File: src/rtl/snn_seq_pkg.sv
// rtl/snn_seq_pkg.sv - shared state encoding, default sizes and popcount for the SNN run sequencer
package snn_seq_pkg;

    typedef enum logic [2:0] {
        ST_IDLE    = 3'd0,
        ST_WAIT_IN = 3'd1,
        ST_EVAL    = 3'd2,
        ST_DCLK    = 3'd3,
        ST_SETTLE  = 3'd4,
        ST_SAMPLE  = 3'd5,
        ST_DONE    = 3'd6
    } seq_state_e;

    localparam int DEF_M1            = 16;
    localparam int DEF_N1            = 8;
    localparam int DEF_N2            = 2;
    localparam int DEF_CNT_W         = 8;
    localparam int DEF_ACT_W         = 12;
    localparam int DEF_EVAL_CYCLES   = 1;
    localparam int DEF_SETTLE_CYCLES = 2;

    // Step counters, num_steps and the phase timer share this width.
    localparam int STEP_W = 8;
    localparam int POP_W  = 6;

    // Number of set bits in a vector of up to 32 layer-1 spikes.
    function automatic logic [POP_W-1:0] popcount32(input logic [31:0] v);
        logic [POP_W-1:0] n;
        n = '0;
        for (int i = 0; i < 32; i++) begin
            n = n + {{(POP_W-1){1'b0}}, v[i]};
        end
        return n;
    endfunction

endpackage

File: src/rtl/snn_sat_accumulator.sv
// rtl/snn_sat_accumulator.sv - saturating accumulator register with synchronous clear
module snn_sat_accumulator #(
    parameter int W     = 8,
    parameter int INC_W = 1
) (
    input  logic             clk,
    input  logic             reset,
    input  logic             clr_i,
    input  logic             add_en_i,
    input  logic [INC_W-1:0] inc_i,
    output logic [W-1:0]     acc_o
);

    logic [W-1:0] acc_q;
    logic [W-1:0] acc_d;
    logic [W:0]   sum;

    // Clear wins over add; the extra sum bit flags overflow and pins the result at all-ones.
    always_comb begin
        sum   = {1'b0, acc_q} + (W+1)'(inc_i);
        acc_d = acc_q;
        if (clr_i) begin
            acc_d = '0;
        end else if (add_en_i) begin
            acc_d = sum[W] ? {W{1'b1}} : sum[W-1:0];
        end
    end

    // Accumulator register.
    always_ff @(posedge clk or posedge reset) begin
        if (reset) begin
            acc_q <= '0;
        end else begin
            acc_q <= acc_d;
        end
    end

    assign acc_o = acc_q;

endmodule

File: src/rtl/snn_timestep_sequencer.sv
// rtl/snn_timestep_sequencer.sv - timestep run controller for the two-layer delay SNN
module snn_timestep_sequencer
    import snn_seq_pkg::*;
#(
    parameter int M1            = DEF_M1,
    parameter int N1            = DEF_N1,
    parameter int N2            = DEF_N2,
    parameter int CNT_W         = DEF_CNT_W,
    parameter int ACT_W         = DEF_ACT_W,
    parameter int EVAL_CYCLES   = DEF_EVAL_CYCLES,
    parameter int SETTLE_CYCLES = DEF_SETTLE_CYCLES,
    parameter int WIN_W         = (N2 > 1) ? $clog2(N2) : 1
) (
    input  logic                clk,
    input  logic                reset,
    input  logic                start,
    input  logic                abort,
    input  logic [7:0]          num_steps,
    input  logic                in_valid,
    input  logic [M1-1:0]       in_spikes,
    output logic                in_ready,
    output logic                net_enable,
    output logic                net_delay_clk,
    output logic [M1-1:0]       net_input_spikes,
    input  logic [N1-1:0]       net_spikes_l1,
    input  logic [N2-1:0]       net_spikes_out,
    output logic                busy,
    output logic                done,
    output logic [N2*CNT_W-1:0] spike_counts,
    output logic [ACT_W-1:0]    l1_activity,
    output logic [WIN_W-1:0]    winner,
    output logic [7:0]          step_idx
);

    seq_state_e        state_q, state_d;
    logic [STEP_W-1:0] num_q, step_q, phase_q;
    logic [STEP_W-1:0] step_inc;
    logic [M1-1:0]     net_in_q;
    logic              in_ready_q, net_enable_q, net_dclk_q, busy_q, done_q;
    logic [WIN_W-1:0]  winner_q, win_d;
    logic [CNT_W-1:0]  cnt_q    [N2];
    logic [CNT_W-1:0]  cnt_next [N2];
    logic [CNT_W-1:0]  best;
    logic [ACT_W-1:0]  act_q;
    logic [POP_W-1:0]  l1_inc;
    logic              start_go, sample_en, last_step;

    assign start_go  = (state_q == ST_IDLE) && start && !abort;
    assign sample_en = (state_q == ST_SAMPLE) && !abort;
    assign step_inc  = step_q + STEP_W'(1);
    assign last_step = (step_inc == num_q);
    assign l1_inc    = popcount32(32'(net_spikes_l1));

    // One saturating counter per output neuron; a run start clears them.
    for (genvar k = 0; k < N2; k++) begin : g_cnt
        snn_sat_accumulator #(.W(CNT_W), .INC_W(1)) u_cnt (
            .clk      (clk),
            .reset    (reset),
            .clr_i    (start_go),
            .add_en_i (sample_en),
            .inc_i    (net_spikes_out[k]),
            .acc_o    (cnt_q[k])
        );
    end

    snn_sat_accumulator #(.W(ACT_W), .INC_W(POP_W)) u_act (
        .clk      (clk),
        .reset    (reset),
        .clr_i    (start_go),
        .add_en_i (sample_en),
        .inc_i    (l1_inc),
        .acc_o    (act_q)
    );

    // Counts as they will be after the final sample, so the winner is ready with done.
    always_comb begin
        win_d = '0;
        for (int k = 0; k < N2; k++) begin
            cnt_next[k] = cnt_q[k];
            if (net_spikes_out[k] && (cnt_q[k] != {CNT_W{1'b1}})) begin
                cnt_next[k] = cnt_q[k] + CNT_W'(1);
            end
        end
        best = cnt_next[0];
        for (int k = 1; k < N2; k++) begin
            if (cnt_next[k] > best) begin
                best  = cnt_next[k];
                win_d = WIN_W'(k);
            end
        end
    end

    // Next-state selection; abort overrides every transition including the handshake.
    always_comb begin
        state_d = state_q;
        if (abort) begin
            state_d = ST_IDLE;
        end else begin
            case (state_q)
                ST_IDLE:    if (start) state_d = (num_steps == 8'd0) ? ST_DONE : ST_WAIT_IN;
                ST_WAIT_IN: if (in_valid) state_d = ST_EVAL;
                ST_EVAL:    if (phase_q == '0) state_d = ST_DCLK;
                ST_DCLK:    state_d = (SETTLE_CYCLES == 0) ? ST_SAMPLE : ST_SETTLE;
                ST_SETTLE:  if (phase_q == '0) state_d = ST_SAMPLE;
                ST_SAMPLE:  state_d = last_step ? ST_DONE : ST_WAIT_IN;
                ST_DONE:    state_d = ST_IDLE;
                default:    state_d = ST_IDLE;
            endcase
        end
    end

    // State, phase timer, run bookkeeping and Moore outputs registered from the next state.
    always_ff @(posedge clk or posedge reset) begin
        if (reset) begin
            state_q      <= ST_IDLE;
            phase_q      <= '0;
            num_q        <= '0;
            step_q       <= '0;
            net_in_q     <= '0;
            winner_q     <= '0;
            in_ready_q   <= 1'b0;
            net_enable_q <= 1'b0;
            net_dclk_q   <= 1'b0;
            busy_q       <= 1'b0;
            done_q       <= 1'b0;
        end else begin
            state_q      <= state_d;
            in_ready_q   <= (state_d == ST_WAIT_IN);
            net_enable_q <= (state_d == ST_EVAL);
            net_dclk_q   <= (state_d == ST_DCLK);
            busy_q       <= (state_d != ST_IDLE) && (state_d != ST_DONE);
            done_q       <= (state_d == ST_DONE);

            if ((state_d == ST_EVAL) && (state_q != ST_EVAL)) begin
                phase_q <= STEP_W'(EVAL_CYCLES - 1);
            end else if ((state_d == ST_SETTLE) && (state_q != ST_SETTLE)) begin
                phase_q <= STEP_W'(SETTLE_CYCLES - 1);
            end else if (phase_q != '0) begin
                phase_q <= phase_q - STEP_W'(1);
            end

            if (start_go) begin
                num_q    <= num_steps;
                step_q   <= '0;
                net_in_q <= '0;
                winner_q <= '0;
            end else begin
                if ((state_q == ST_WAIT_IN) && in_valid && !abort) begin
                    net_in_q <= in_spikes;
                end
                if (sample_en) begin
                    step_q <= step_inc;
                    if (last_step) begin
                        winner_q <= win_d;
                    end
                end
            end
        end
    end

    // Pack per-neuron counters into the flat result bus.
    always_comb begin
        spike_counts = '0;
        for (int k = 0; k < N2; k++) begin
            spike_counts[k*CNT_W +: CNT_W] = cnt_q[k];
        end
    end

    assign in_ready         = in_ready_q;
    assign net_enable       = net_enable_q;
    assign net_delay_clk    = net_dclk_q;
    assign net_input_spikes = net_in_q;
    assign busy             = busy_q;
    assign done             = done_q;
    assign l1_activity      = act_q;
    assign winner           = winner_q;
    assign step_idx         = step_q;

endmodule

File: config.mk
export PLATFORM = sky130hd
export DESIGN_NAME = snn_timestep_sequencer
export DESIGN_NICKNAME = d
export VERILOG_FILES = /design/src/rtl/snn_seq_pkg.sv /design/src/rtl/snn_sat_accumulator.sv /design/src/rtl/snn_timestep_sequencer.sv
export SDC_FILE = /design/constraint.sdc
export NUM_CORES = 1
export LEC_CHECK = 0
export ABC_AREA = 1
export CAP_MARGIN = 30
export CELL_PAD_IN_SITES_DETAIL_PLACEMENT = 0
export CELL_PAD_IN_SITES_GLOBAL_PLACEMENT = 2
export CORE_MARGIN = 1.5
export CORE_UTILIZATION = 30
export CTS_BUF_LIST = sky130_fd_sc_hd__clkbuf_4 sky130_fd_sc_hd__clkbuf_8
export DETAILED_ROUTE_END_ITERATION = 7
export PLACE_DENSITY = 0.87
export SETUP_SLACK_MARGIN = 0.4
export SYNTH_ARGS = -nofsm -noshare
export SYNTH_HDL_FRONTEND = slang
export SYNTH_SLANG_ARGS = --single-unit
File: constraint.sdc
create_clock -name clk -period 3.8 [get_ports clk]
set_input_delay 0.57 -clock clk [delete_from_list [all_inputs] [get_ports clk]]
set_output_delay 0.57 -clock clk [all_outputs]
set_load 0.01 [all_outputs]
* Yosys cells after proc, flatten, opt, wreduce, memory -nomap -nowiden *
Cells that the tools add are included.

operators by class
  reduce and logical (&&, ||, !) cells = 21
  divide/modulo/power cells = 0
  muxes and demuxes = 30
  add/subtract/negate cells = 14
  bitwise operators = 0
  multiply operators = 0
  $lt $le $gt $ge = 1
  shift-type cells = 0
  equality and inequality tests = 16

operators with widths
  cell                                              number
  2-to-1 mux 8 bit                                  13
  2-to-1 mux 12 bit                                 3
  2-to-1 mux 16 bit                                 2
  adder 8 x 1 -> 8 bit, second input constant       3
  2-to-1 mux 3 bit                                  7
  adder 8 x 1 -> 9 bit                              2
  case mux 3 bit (6 select lines)                   1
  logical NOT 8 bit                                 2
  inequality test 8 bit, second input constant      2
  adder 12 x 6 -> 13 bit                            1
  adder 6 x 1 -> 6 bit                              2
  == test 3 x 2 -> 1 bit, second input constant     4
  == test 3 bit, second input constant              4
  logical AND 1 bit                                 10
  == test 8 bit                                     1
  > comparator 8 bit                                1
  nonzero test 8 bit                                1
  subtractor 8 x 1 -> 8 bit, second input constant  1
  adder 5 x 1 -> 6 bit                              1
  == test 3 x 1 -> 1 bit, second input constant     2
  inequality test 3 bit, second input constant      2
  nonzero test 2 bit                                3
  nonzero test 3 bit                                2
  adder 4 x 1 -> 5 bit                              1
  8 further kinds                                   11

word-level totals
  register bits after elaboration = 77
  ROM bits = 0
  latch bits = 0
  bits in writable memories = 0
  logic and storage cells = 96
  output and inout port bits = 58
  bits of input ports = 39
  memories = 0

* Depth between registers and ports, before layout *
Gate-level depths: netlist (run 1).

  depth after elaboration = 11
  depth in mapped cells = 17
  depth with buffers taken out = 16

* By module *
From an unflattened synthesis (run 1), not the netlist that was laid out.

unflattened totals
  cells, all modules = 732
  area, all modules = 5323.9 µm²

modules (own cells, without submodules)
  module                                    seq. area each (µm²)  times used  area each (µm²)  cells an instance
  snn_timestep_sequencer                    1226.2                1           3214.3           418
  snn_sat_accumulator (g_cnt[0].u_cnt ...)  200.2                 2           535.5            79
  snn_sat_accumulator (u_act)               300.3                 1           1038.5           156

* Worst setup path before layout (run 1) *
No wires, ideal clock.

  path type = input port to flip-flop
  start = in net_spikes_l1[0]
  end = reg u_act.acc_q[9] (netlist: u_act.acc_o[9])
  setup time = 0.083 ns
  slack = -0.024 ns
  arrival = 3.741 ns
  stages on the path = 16
  path through = fa_1 -> inv_1 -> fa_1 -> fa_1 -> fa_1 -> inv_1 -> fa_1 -> nand3_1 -> nand3_1 -> nand2_1 -> nor2_1 -> inv_1 -> nor4_1 -> clkbuf_1 -> o21ai_0 -> o21ai_0

between the ends
  cells in the longest elaborated chain, start to end = 11

ends and longest elaborated chain
  what                                line                          text
  start, declared                     snn_timestep_sequencer.sv:25  input logic [N1-1:0] net_spikes_l1,
  adder 1 x 1 -> 2 bit                snn_seq_pkg.sv:31             n = n + {{(POP_W-1){1'b0}}, v[i]};
  adder 2 x 1 -> 3 bit                snn_seq_pkg.sv:31
  adder 3 x 1 -> 4 bit                snn_seq_pkg.sv:31
  adder 4 x 1 -> 5 bit                snn_seq_pkg.sv:31
  adder 5 x 1 -> 6 bit                snn_seq_pkg.sv:31
  adder 6 x 1 -> 6 bit (2 in series)  snn_seq_pkg.sv:31
  adder 12 x 6 -> 13 bit              snn_sat_accumulator.sv:20     sum = {1'b0, acc_q} + (W+1)'(inc_i);
  2-to-1 mux 12 bit                   snn_sat_accumulator.sv:25     acc_d = sum[W] ? {W{1'b1}} : sum[W-1:0];
  2-to-1 mux 12 bit                   snn_sat_accumulator.sv:24     end else if (add_en_i) begin
  2-to-1 mux 12 bit                   snn_sat_accumulator.sv:22     if (clr_i) begin
  end signal, assigned                snn_sat_accumulator.sv:32     acc_q <= '0;
  end signal, assigned                snn_sat_accumulator.sv:34     acc_q <= acc_d;
  end, declared                       snn_sat_accumulator.sv:14     logic [W-1:0] acc_q;

Every way passes these cells. The select of a mux whose other input is x is not followed.
A chain may end at the register's enable or synchronous reset.

* Worst setup path after layout (run 1) *
  start = in net_spikes_l1[3]
  end = reg u_act.acc_q[11] (netlist: u_act.acc_o[11])

between the ends
  cells in the longest elaborated chain, start to end = 9

ends and longest elaborated chain
  what                                line
  adder 3 x 1 -> 4 bit                snn_seq_pkg.sv:31
  adder 4 x 1 -> 5 bit                snn_seq_pkg.sv:31
  adder 5 x 1 -> 6 bit                snn_seq_pkg.sv:31
  adder 6 x 1 -> 6 bit (2 in series)  snn_seq_pkg.sv:31
  adder 12 x 6 -> 13 bit              snn_sat_accumulator.sv:20
  2-to-1 mux 12 bit                   snn_sat_accumulator.sv:25
  2-to-1 mux 12 bit                   snn_sat_accumulator.sv:24
  2-to-1 mux 12 bit                   snn_sat_accumulator.sv:22

Every way passes these cells. The select of a mux whose other input is x is not followed.

==> out/results.txt, run 1 <==
run status - completed
setup slack of the critical path after layout - 384 ps
wire length of the first global-routing pass - 20700 um
die span in x - 127 um
post-layout minimum cycle time - 3420 ps
count of maximum capacitance violations - 0
Yosys top cell area share - 41.7%
TritonCTS Buffers - 9
layout cell share with drive strength beyond 1 - 9.32%
final net count - 769
# setup viols final - 0
Post-Syn Instances - 593
Reg clk slew, reported paths - 90 ps
number of hold buffers added after cts - 0
number of placed I/O pins - 97
site row count - 45
cell at the root of the clock tree - sky130_fd_sc_hd__clkbuf_8
synthesis warning total - 0
cell total after placement - 876
number of global-route vias before repair - 4261
count of endpoints failing hold in the final timing report - 0
logic depth of the worst path, buffers included - 17
library cells used by synthesis - 38
slowest stage cell on the critical path - sky130_fd_sc_hd__fa_1
critical path class - primary input to flop
total detailed-routing wirelength - 12300 um
crit path launch type - primary input
leakage power of the design - 2.85 nW
Worst Path Arrival - 3730 ps
most common cell in the synthesized netlist - sky130_fd_sc_hd__nand2_1
cell-by-cell listing of the critical path - buf_6 -> fa_1 -> inv_1 -> fa_1 -> fa_1 -> fa_2 -> inv_2 -> fa_2 -> nand3_2 -> nand3_2 -> nand2_2 -> nor2_4 -> inv_2 -> nor4_4 -> buf_4 -> o21ai_0 -> nand2_1
top cells by count, synth - 114 x sky130_fd_sc_hd__nand2_1, 81 x sky130_fd_sc_hd__inv_1, 77 x sky130_fd_sc_hd__dfrtp_1, 65 x sky130_fd_sc_hd__nor2_1, 54 x sky130_fd_sc_hd__o21ai_0
register bit count reported by yosys - 77
Setup crit end kind - flop
Pwr Density - 351 nW/um2
sequential share of the synthesized area - 41.7%
prevailing post-synth register cell - sky130_fd_sc_hd__dfrtp_1
vias post-DR - 4289
cell area after technology mapping - 4620 um2
first drt pass iteration count - 4
power after layout - 0.00216 W
slew at the pin closest to its max-slew limit - 804 ps
worst slew margin relative to its limit - 46.3%
DPL Wire Length - 8940 um
post-detailed-route wirelength per cell - 13.7 um
post-synthesis net count - 659
GRT Overall Usage - 16.2%
Place WS - -409 ps
total DRC errors in the routed layout - 0
floorplan die height - 127 um
Worst Reg2Reg Path Length in Cells - 15
async set-reset flop share out of synthesis - 100%
TritonCTS clock tree - done
clock tree buffer depth - 2
area of the die - 16200 um2
worst hold-check path type - primary input to asynchronous set/reset pin
insertion delay to the later sink of the worst-skew pair - 370 ps
worst supply voltage drop on vdd - 0.000202 V
sink count of the clock tree - 77
cell taking the most area after synthesis - sky130_fd_sc_hd__dfrtp_1
GPL Wtd Cong - 0.812
area growth from synthesis to final layout - 33.2%
GRT Residual Overflow - 0
cell types occupying the most area after synthesis - sky130_fd_sc_hd__dfrtp_1 42%, sky130_fd_sc_hd__nand2_1 9.3%, sky130_fd_sc_hd__inv_1 6.6%, sky130_fd_sc_hd__ha_1 6.0%, sky130_fd_sc_hd__o21ai_0 5.8%
Worst Clk Skew - 8.37 ps
area of the core region - 15100 um2
DR iter-0 viols - 217
largest fanout on the critical path - 5
number of port buffers - 96
Worst Path Required - 4110 ps
most common cell type on the critical path - sky130_fd_sc_hd__fa_1
kind of cell with the highest combined delay on the critical path - adder cells
max incr delay on CP - 520 ps
final cell count without fillers - 896
hold slack - 468 ps
count of flip-flops with a built-in enable after synthesis - 0
post-route clock period utilization - 89.9%
antenna violations before repair - 0
number of routed nets with antenna violations - 0
max-slew violation count - 0
unrepaired setup endpoints after global routing - yes
effective utilization at floorplan - 30.5%
number of inserted diodes - 0
Syn Area/Cell - 7.79 um2
routed vias/inst - 4.79
maximum number of pins on one net before global-route repair - 32
upper clock frequency limit - 293 MHz
buffers and inverters on the worst path - 5
depth of the CTS H-tree - 3
-- per-layer routing --
metal  global-route usage, %  vias to the layer above  part of all wire [%]
li1                        -                     2159                     -
met1                    20.7                     1996                    46
met2                    26.1                      114                    46
met3                    4.48                       20                   6.1
met4                    6.08                        0                   1.9
met5                       0                        -                     0
-- state kept, by name (all words and copies together), names as in the netlist --
signal and flops:
phase_q 8, net_enable 1, winner 1, net_input_spikes 16
busy 1, num_q 8, u_act.acc_o 12, in_ready 1
done 1, step_idx 8, state_q 3, net_delay_clk 1
g_cnt.u_cnt.acc_o 16
-- worst register-to-register path, cell delays in order (launching register included) --
cell	delay [ps]
sky130_fd_sc_hd__dfrtp_1	380
sky130_fd_sc_hd__inv_1	90
sky130_fd_sc_hd__fa_1	430
sky130_fd_sc_hd__fa_1	460
sky130_fd_sc_hd__fa_2	350
sky130_fd_sc_hd__inv_2	80
sky130_fd_sc_hd__fa_2	210
sky130_fd_sc_hd__nand3_2	80
sky130_fd_sc_hd__nand3_2	70
sky130_fd_sc_hd__nand2_2	70
sky130_fd_sc_hd__nor2_4	100
sky130_fd_sc_hd__inv_2	70
sky130_fd_sc_hd__nor4_4	190
sky130_fd_sc_hd__buf_4	200
sky130_fd_sc_hd__o21ai_0	90
sky130_fd_sc_hd__nand2_1	80
-- kinds of logic after synthesis --
family	count (synthesis)	share of synthesized area, %
adder cells (fa/ha/maj)	27	8.12
XOR/XNOR	29	5.50
AND/OR/NAND/NOR	259	24.0
AO/OA/AOI/OAI	104	12.6
flip-flops	77	41.7
buffers and inverters	96	7.83
multiplexers	1	0.244
-- cell type report --
type                    instances  area, um2
inverters                      82        309
flip-flops and latches         77       1930
repair buffers                113       1080
clock buffers                  12        153
clock inverters                 4       47.5
multi-input cells             420       2400
fillers                      1557       8990
well taps                     188        235
-- layout by cell type, fill, tap and decap left out, types with 2 or more instances in the layout --
master / instances
sky130_fd_sc_hd__inv_1: 78
sky130_fd_sc_hd__fa_1: 3
sky130_fd_sc_hd__o21ai_2: 2
sky130_fd_sc_hd__o21a_1: 2
sky130_fd_sc_hd__a31oi_1: 2
sky130_fd_sc_hd__ha_1: 22
sky130_fd_sc_hd__inv_2: 2
sky130_fd_sc_hd__o22ai_1: 12
sky130_fd_sc_hd__o31ai_1: 3
sky130_fd_sc_hd__nor2_1: 63
sky130_fd_sc_hd__nand3_1: 49
sky130_fd_sc_hd__fa_2: 2
sky130_fd_sc_hd__a21oi_1: 21
sky130_fd_sc_hd__buf_2: 2
sky130_fd_sc_hd__clkbuf_4: 2
sky130_fd_sc_hd__xnor2_1: 4
sky130_fd_sc_hd__clkbuf_8: 10
sky130_fd_sc_hd__dfrtp_1: 77
sky130_fd_sc_hd__clkdlybuf4s50_1: 93
sky130_fd_sc_hd__nor2_2: 4
sky130_fd_sc_hd__o21ai_0: 48
sky130_fd_sc_hd__nor4_1: 3
sky130_fd_sc_hd__nand3_2: 3
sky130_fd_sc_hd__nor2_4: 2
sky130_fd_sc_hd__clkinv_2: 3
sky130_fd_sc_hd__a21oi_2: 4
sky130_fd_sc_hd__nor3_1: 10
sky130_fd_sc_hd__buf_6: 2
sky130_fd_sc_hd__buf_4: 16
sky130_fd_sc_hd__o21ai_1: 4
sky130_fd_sc_hd__xor2_1: 24
sky130_fd_sc_hd__or2_2: 2
sky130_fd_sc_hd__nand2_2: 3
sky130_fd_sc_hd__nand4_1: 3
sky130_fd_sc_hd__nand2_1: 113
-- where the power goes --
group          switching, W  internal, W
Clock              0.000316     0.000334
Combinational      0.000281     0.000254
Sequential        0.0000567     0.000919
Total              0.000654      0.00151
-- stage by stage --
stage	util [%]	area, um2	setup TNS (ps)
6_report	40.6	6160	0
5_1_grt	40.6	6160	0
4_1_cts	40.4	6120	0
3_5_place_dp	38.8	5880	-4380
3_3_place_gp	38.8	5880	-3530
2_1_floorplan	-	4640	0
-- final timing paths --
kind	startpoint	endpoint	slack [ps]
max	net_spikes_l1[3]	u_act.acc_o[11]	380
min	reset	u_act.acc_o[10]	470
max reg2reg	u_act.acc_o[0]	u_act.acc_o[11]	790
min reg2reg	winner	winner	500
max in group asynchronous	reset	g_cnt[0].u_cnt.acc_o[3]	2600
min in group clk	winner	winner	500
-- repair_timing --
item / CTS / global route
endpoints found under the setup margin: 12 / 12
resized for setup: 21 / 10
pin swaps: 8 / 6
gates cloned: 1 / 0
setup buffers: 2 / 1
Note: power is estimated with default switching activity, not from simulation.
==> inputs of run 2 (changes only) <==
- CORE_UTILIZATION: 30 -> 33
- PLACE_DENSITY: 0.87 -> 0.94
- SLEW_MARGIN: default -> 0
- clock period: 3.8 -> 4 ns (I/O delays scaled with it)
==> run 2 against run 1 <==
Effect of this change: global-route usage grew 1.6 points; non-clock buffer count down 1; critical path depth is 1 higher; routed wire length decreased by 0.29%; power down 8.7%; sequential power down 4.8%; combinational power shrank 4.7%; utilization up 3.7 points; worst setup slack improved by 110 ps; clock power down 18%; die area decreased by 8.9%; sequential cell count stayed put; critical path type unchanged; highest routed layer unchanged.
==> out/results.txt, run 2 (synthesized netlist as in run 1, its figures left out) <==
run status - completed
area of the die - 14700 um2
NetSw - 0.000622 W
first drt pass iteration count - 4
Pwr Density - 323 nW/um2
area growth from synthesis to final layout - 32.1%
# setup viols final - 0
max-slew violation count - 0
depth of the CTS H-tree - 3
maximum number of pins on one net before global-route repair - 40
cell total after placement - 865
GRT Overall Usage - 17.7%
wire length of the first global-routing pass - 20700 um
slew at the pin closest to its max-slew limit - 765 ps
Worst Path Required - 4260 ps
number of inserted diodes - 0
fill count - 1411
flop-to-flop setup slack - 930 ps
crit path launch type - primary input
final cell count without fillers - 886
critical path class - primary input to flop
GRT Residual Overflow - 0
proportion of total power due to net switching - 31.5%
Reg clk slew, reported paths - 80 ps
number of hold buffers added after cts - 0
power after layout - 0.00197 W
worst supply voltage drop on vdd - 0.000181 V
count of maximum capacitance violations - 0
layout cell share with drive strength beyond 1 - 8.78%
number of global-route vias before repair - 4338
worst slew margin relative to its limit - 49.0%
number of port buffers - 96
DR iter-0 viols - 227
largest fanout on the critical path - 3
max incr delay on CP - 540 ps
leakage power of the design - 2.85 nW
count of endpoints failing hold in the final timing report - 0
upper clock frequency limit - 285 MHz
leading cell types in the layout, fill and taps excluded - 113 x sky130_fd_sc_hd__nand2_1, 93 x sky130_fd_sc_hd__clkdlybuf4s50_1, 77 x sky130_fd_sc_hd__inv_1, 77 x sky130_fd_sc_hd__dfrtp_1, 63 x sky130_fd_sc_hd__nor2_1
relative contribution of sequential cells to total power - 47.1%
TritonCTS Buffers - 9
site row count - 43
total DRC errors in the routed layout - 0
clock tree buffer depth - 2
number of placed I/O pins - 97
insertion delay to the later sink of the worst-skew pair - 370 ps
sink count of the clock tree - 77
area of the core region - 13800 um2
antenna violations before repair - 0
Setup crit end kind - flop
GPL Wtd Cong - 0.775
unrepaired setup endpoints after global routing - yes
cell-by-cell listing of the critical path - buf_6 -> fa_1 -> inv_2 -> fa_1 -> fa_1 -> fa_2 -> inv_2 -> fa_2 -> nand3_2 -> nand3_2 -> nand2_2 -> nor2_4 -> inv_2 -> buf_4 -> nor3_4 -> xor2_1 -> o21ai_1 -> nand2_1
effective utilization at floorplan - 33.5%
cell internal pwr - 0.00135 W
slowest stage cell on the critical path - sky130_fd_sc_hd__fa_1
post-detailed-route wirelength per cell - 13.8 um
relative contribution of combinational cells to total power - 25.9%
post-route setup TNS - 0 ps
final net count - 768
post-layout minimum cycle time - 3510 ps
clock network fraction of design power - 27.0%
cell at the root of the clock tree - sky130_fd_sc_hd__clkbuf_8
DPL Wire Length - 8940 um
post-route clock period utilization - 87.7%
vias post-DR - 4273
Worst Clk Skew - 7.48 ps
die span in x - 121 um
routed vias/inst - 4.82
Worst Path Arrival - 3760 ps
floorplan die height - 121 um
TritonCTS clock tree - done
total detailed-routing wirelength - 12200 um
number of routed nets with antenna violations - 0
most common library cell in the layout ignoring fill and taps - sky130_fd_sc_hd__nand2_1
worst hold-check path type - primary input to asynchronous set/reset pin
run 2: cell types whose count changed in the layout (fill, tap and decap cells not counted), moves of 2 or more:
cell / previous run / this run
sky130_fd_sc_hd__clkinv_2: 3 / 5
sky130_fd_sc_hd__clkbuf_4: 2 / 0
sky130_fd_sc_hd__buf_4: 16 / 14
sky130_fd_sc_hd__o21ai_2: 2 / 0
sky130_fd_sc_hd__o21ai_1: 4 / 6
run 2: timing repair:
action	CTS	global route
pin swaps	8	6
resized for setup	24	5
gates cloned	1	0
buffers inserted	4	1
endpoints found under the setup margin	12	12
run 2: power by group through the flow:
stage               combinational (W)  clock (W)  sequential [W]
floorplan                    0.000303          0        0.000949
global placement             0.000500          0        0.000941
detailed placement           0.000516          0        0.000941
CTS                          0.000522   0.000557        0.000930
global route                 0.000588   0.000581        0.000943
finish                       0.000511   0.000533        0.000929
run 2: path summary, 6_finish.rpt:
| path | start | end | cells past startpoint |
|---|---|---|---|
| min in group clk | num_q[1] | num_q[1] | 2 |
| setup reg to reg | u_act.acc_o[0] | u_act.acc_o[10] | 16 |
| setup / recovery | net_spikes_l1[3] | u_act.acc_o[10] | 18 |
| hold / removal | reset | net_input_spikes[12] | 2 |
| hold reg to reg | num_q[1] | num_q[1] | 2 |
| max in group asynchronous | reset | u_act.acc_o[4] | 4 |
run 2: critical path: cells and delay by family:
kind | cells | cell delay, ps
XOR/XNOR | 1 | 100
AND/OR/NAND/NOR | 6 | 520
buffers and inverters | 5 | 400
adder cells (fa/ha/maj) | 5 | 2020
AO/OA/AOI/OAI | 1 | 130
run 2: stage by stage:
step	instance area, um2	util, %	hold WS (ps)	setup slack, ps
after floorplan	4640	-	472	353
after global placement	5840	42.4	484	-173
after detailed placement	5860	42.6	491	-230
after CTS	6080	44.1	469	297
after global routing	6100	44.3	490	356
final	6100	44.3	479	492
run 2: metal layers:
metal	up-vias	routed length [um]	global-route usage (%)	share of wire, %
met5	-	0	0	0
met4	0	235	6.76	1.9
met2	112	5590	28.1	46
met1	1992	5610	23.4	46
met3	17	809	4.23	6.6
li1	2152	-	-	-
run 2: final cells by class:
cell class / count / area [um2] / area share, %
Sequential cell: 77 / 1930 / 31.6
Timing Repair Buffer: 112 / 1080 / 17.7
Tap cell: 180 / 225 / 3.69
Clock inverter: 5 / 27.5 / 0.451
Clock buffer: 10 / 138 / 2.26
Multi-Input combinational cell: 420 / 2390 / 39.2
Inverter: 82 / 309 / 5.06
==> inputs of run 3 (changes only) <==
- ABC_CLOCK_PERIOD_IN_PS: default -> 4000
- TNS_END_PERCENT: default -> 10
==> run 3 against run 2 <==
Effect of this change: clock power up 29%; sequential share of layout area down 0.78 points; fmax is 1.7% lower; clock-buffer cell count up 1; critical path depth unchanged; via count up 1.1%; die area did not move; cell area rose by 2.5%; critical endpoint is now u_act.acc_o[4]; largest power group unchanged.
==> out/results.txt, run 3 (synthesized netlist as in run 1, its figures left out) <==
run status - completed
clock network fraction of design power - 32.4%
TritonCTS Buffers - 9
area growth from synthesis to final layout - 35.4%
fill count - 1419
count of endpoints failing hold in the final timing report - 0
upper clock frequency limit - 280 MHz
GRT Overall Usage - 18.1%
unrepaired setup endpoints after global routing - yes
# setup viols final - 0
number of port buffers - 96
relative contribution of sequential cells to total power - 43.7%
wire length of the first global-routing pass - 20900 um
post-layout minimum cycle time - 3570 ps
Finished Cell Area - 6260 um2
relative contribution of combinational cells to total power - 23.9%
area of the core region - 13800 um2
die span in x - 121 um
GPL Wtd Cong - 0.803
most common library cell in the layout ignoring fill and taps - sky130_fd_sc_hd__nand2_1
Worst Path Arrival - 3800 ps
cell area after placement - 5840 um2
r2r endpoint - winner
worst slew margin relative to its limit - 44.3%
post-route clock period utilization - 89.2%
DR iter-0 viols - 217
maximum number of pins on one net before global-route repair - 39
insertion delay to the later sink of the worst-skew pair - 370 ps
depth of the CTS H-tree - 3
site row count - 43
TritonCTS clock tree - done
Worst Reg2Reg Path Length in Cells - 16
Pwr Density - 340 nW/um2
routed vias/inst - 4.82
post-route setup TNS - 0 ps
number of inserted diodes - 0
worst supply voltage drop on vdd - 0.000176 V
worst hold-check path type - flop to flop
number of global-route vias before repair - 4376
layout cell share with drive strength beyond 1 - 10.1%
leading cell types in the layout, fill and taps excluded - 113 x sky130_fd_sc_hd__nand2_1, 93 x sky130_fd_sc_hd__clkdlybuf4s50_1, 77 x sky130_fd_sc_hd__inv_1, 77 x sky130_fd_sc_hd__dfrtp_1, 62 x sky130_fd_sc_hd__nor2_1
final net count - 777
Final Core Density - 45.4%
number of placed I/O pins - 97
count of maximum capacitance violations - 0
area of the die - 14700 um2
post-detailed-route wirelength per cell - 14.0 um
r2r startpoint - g_cnt[0].u_cnt.acc_o[5]
max-slew violation count - 0
Setup crit end kind - flop
number of hold buffers added after cts - 0
critical path class - primary input to flop
crit path launch type - primary input
floorplan die height - 121 um
Worst Path Required - 4230 ps
number of routed nets with antenna violations - 0
Reg clk slew, reported paths - 90 ps
leakage power of the design - 2.92 nW
clock tree buffer depth - 2
total detailed-routing wirelength - 12600 um
vias post-DR - 4322
antenna violations before repair - 0
effective utilization at floorplan - 33.5%
total DRC errors in the routed layout - 0
Worst Clk Skew - 9.82 ps
proportion of total power due to net switching - 30.0%
first drt pass iteration count - 4
flop-to-flop setup slack - 830 ps
slew at the pin closest to its max-slew limit - 832 ps
GRT Residual Overflow - 0
cell at the root of the clock tree - sky130_fd_sc_hd__clkbuf_8
cell internal pwr - 0.00149 W
sink count of the clock tree - 77
Critical Path Source - net_spikes_l1[1]
largest fanout on the critical path - 2
capture point of the worst path - u_act.acc_o[4]
NetSw - 0.000638 W
DPL Wire Length - 8970 um
-- run 3: cell count changes in the layout (fill, tap and decap cells not counted), moves of 2 or more --
cell	change
sky130_fd_sc_hd__bufinv_16	+2
sky130_fd_sc_hd__buf_6	+9
sky130_fd_sc_hd__clkinv_2	-4
sky130_fd_sc_hd__buf_2	-2
sky130_fd_sc_hd__buf_4	+3
-- run 3: worst min-delay path by stage --
stage               slack [ps]            startpoint  depth (start not counted)                    to
global placement           480  net_input_spikes[13]                          2  net_input_spikes[13]
global route               520                winner                          1                winner
floorplan                  470              num_q[1]                          2              num_q[1]
detailed placement         480                winner                          1                winner
CTS                        500                winner                          1                winner
finish                     490                winner                          1                winner
-- run 3: power by group through the flow --
stage	combinational [W]	clock [W]	sequential, W
floorplan	0.000299	0	0.000949
global placement	0.000494	0	0.000942
finish	0.000509	0.000690	0.000930
CTS	0.000517	0.000718	0.000929
detailed placement	0.000507	0	0.000942
global route	0.000586	0.000743	0.000944
-- run 3: routing by layer --
metal  GRT usage [%]  routed length [um]
met1            23.1                5740
met4            6.47                 203
met3            5.36                 729
met5               0                   0
met2            29.1                5880
-- run 3: through the flow --
| stage | total power (W) | instances | setup WS, ps | hold slack [ps] |
|---|---|---|---|---|
| final | 0.00213 | 896 | 433 | 493 |
| after global routing | 0.00227 | 896 | 310 | 522 |
| after CTS | 0.00216 | 896 | 336 | 500 |
| after detailed placement | 0.00145 | 865 | -344 | 483 |
| after global placement | 0.00144 | 864 | -281 | 484 |
| after floorplan | 0.00125 | 593 | 304 | 472 |
-- run 3: timing repair --
action / in CTS / in global routing
endpoints found under the setup margin: 12 / 12
pin swaps: 9 / 8
gates cloned: 1 / 0
endpoints found under the hold margin: 0 / 0
buffers inserted: 14 / 0
resized for setup: 32 / 14
-- run 3: critical path: stages --
cell and delay [ps]:
sky130_fd_sc_hd__buf_6 90, sky130_fd_sc_hd__fa_1 540, sky130_fd_sc_hd__inv_2 40, sky130_fd_sc_hd__fa_1 480, sky130_fd_sc_hd__fa_1 430, sky130_fd_sc_hd__fa_2 350
sky130_fd_sc_hd__inv_2 70, sky130_fd_sc_hd__fa_2 210, sky130_fd_sc_hd__nand3_2 90, sky130_fd_sc_hd__nand3_2 100, sky130_fd_sc_hd__nand2_4 70, sky130_fd_sc_hd__buf_6 120
sky130_fd_sc_hd__buf_4 120, sky130_fd_sc_hd__buf_6 110, sky130_fd_sc_hd__buf_6 100, sky130_fd_sc_hd__buf_6 100, sky130_fd_sc_hd__a21oi_2 100, sky130_fd_sc_hd__o22ai_1 70
-- run 3: cell type report --
cell class              count  area (um2)  share of cell area [%]
repair buffers            121        1180                    18.8
clock inverters             5        83.8                    1.34
flip-flops and latches     77        1930                    30.8
well taps                 180         225                    3.60
multi-input cells         420        2390                    38.2
inverters                  82         309                    4.94
clock buffers              11         145                    2.32
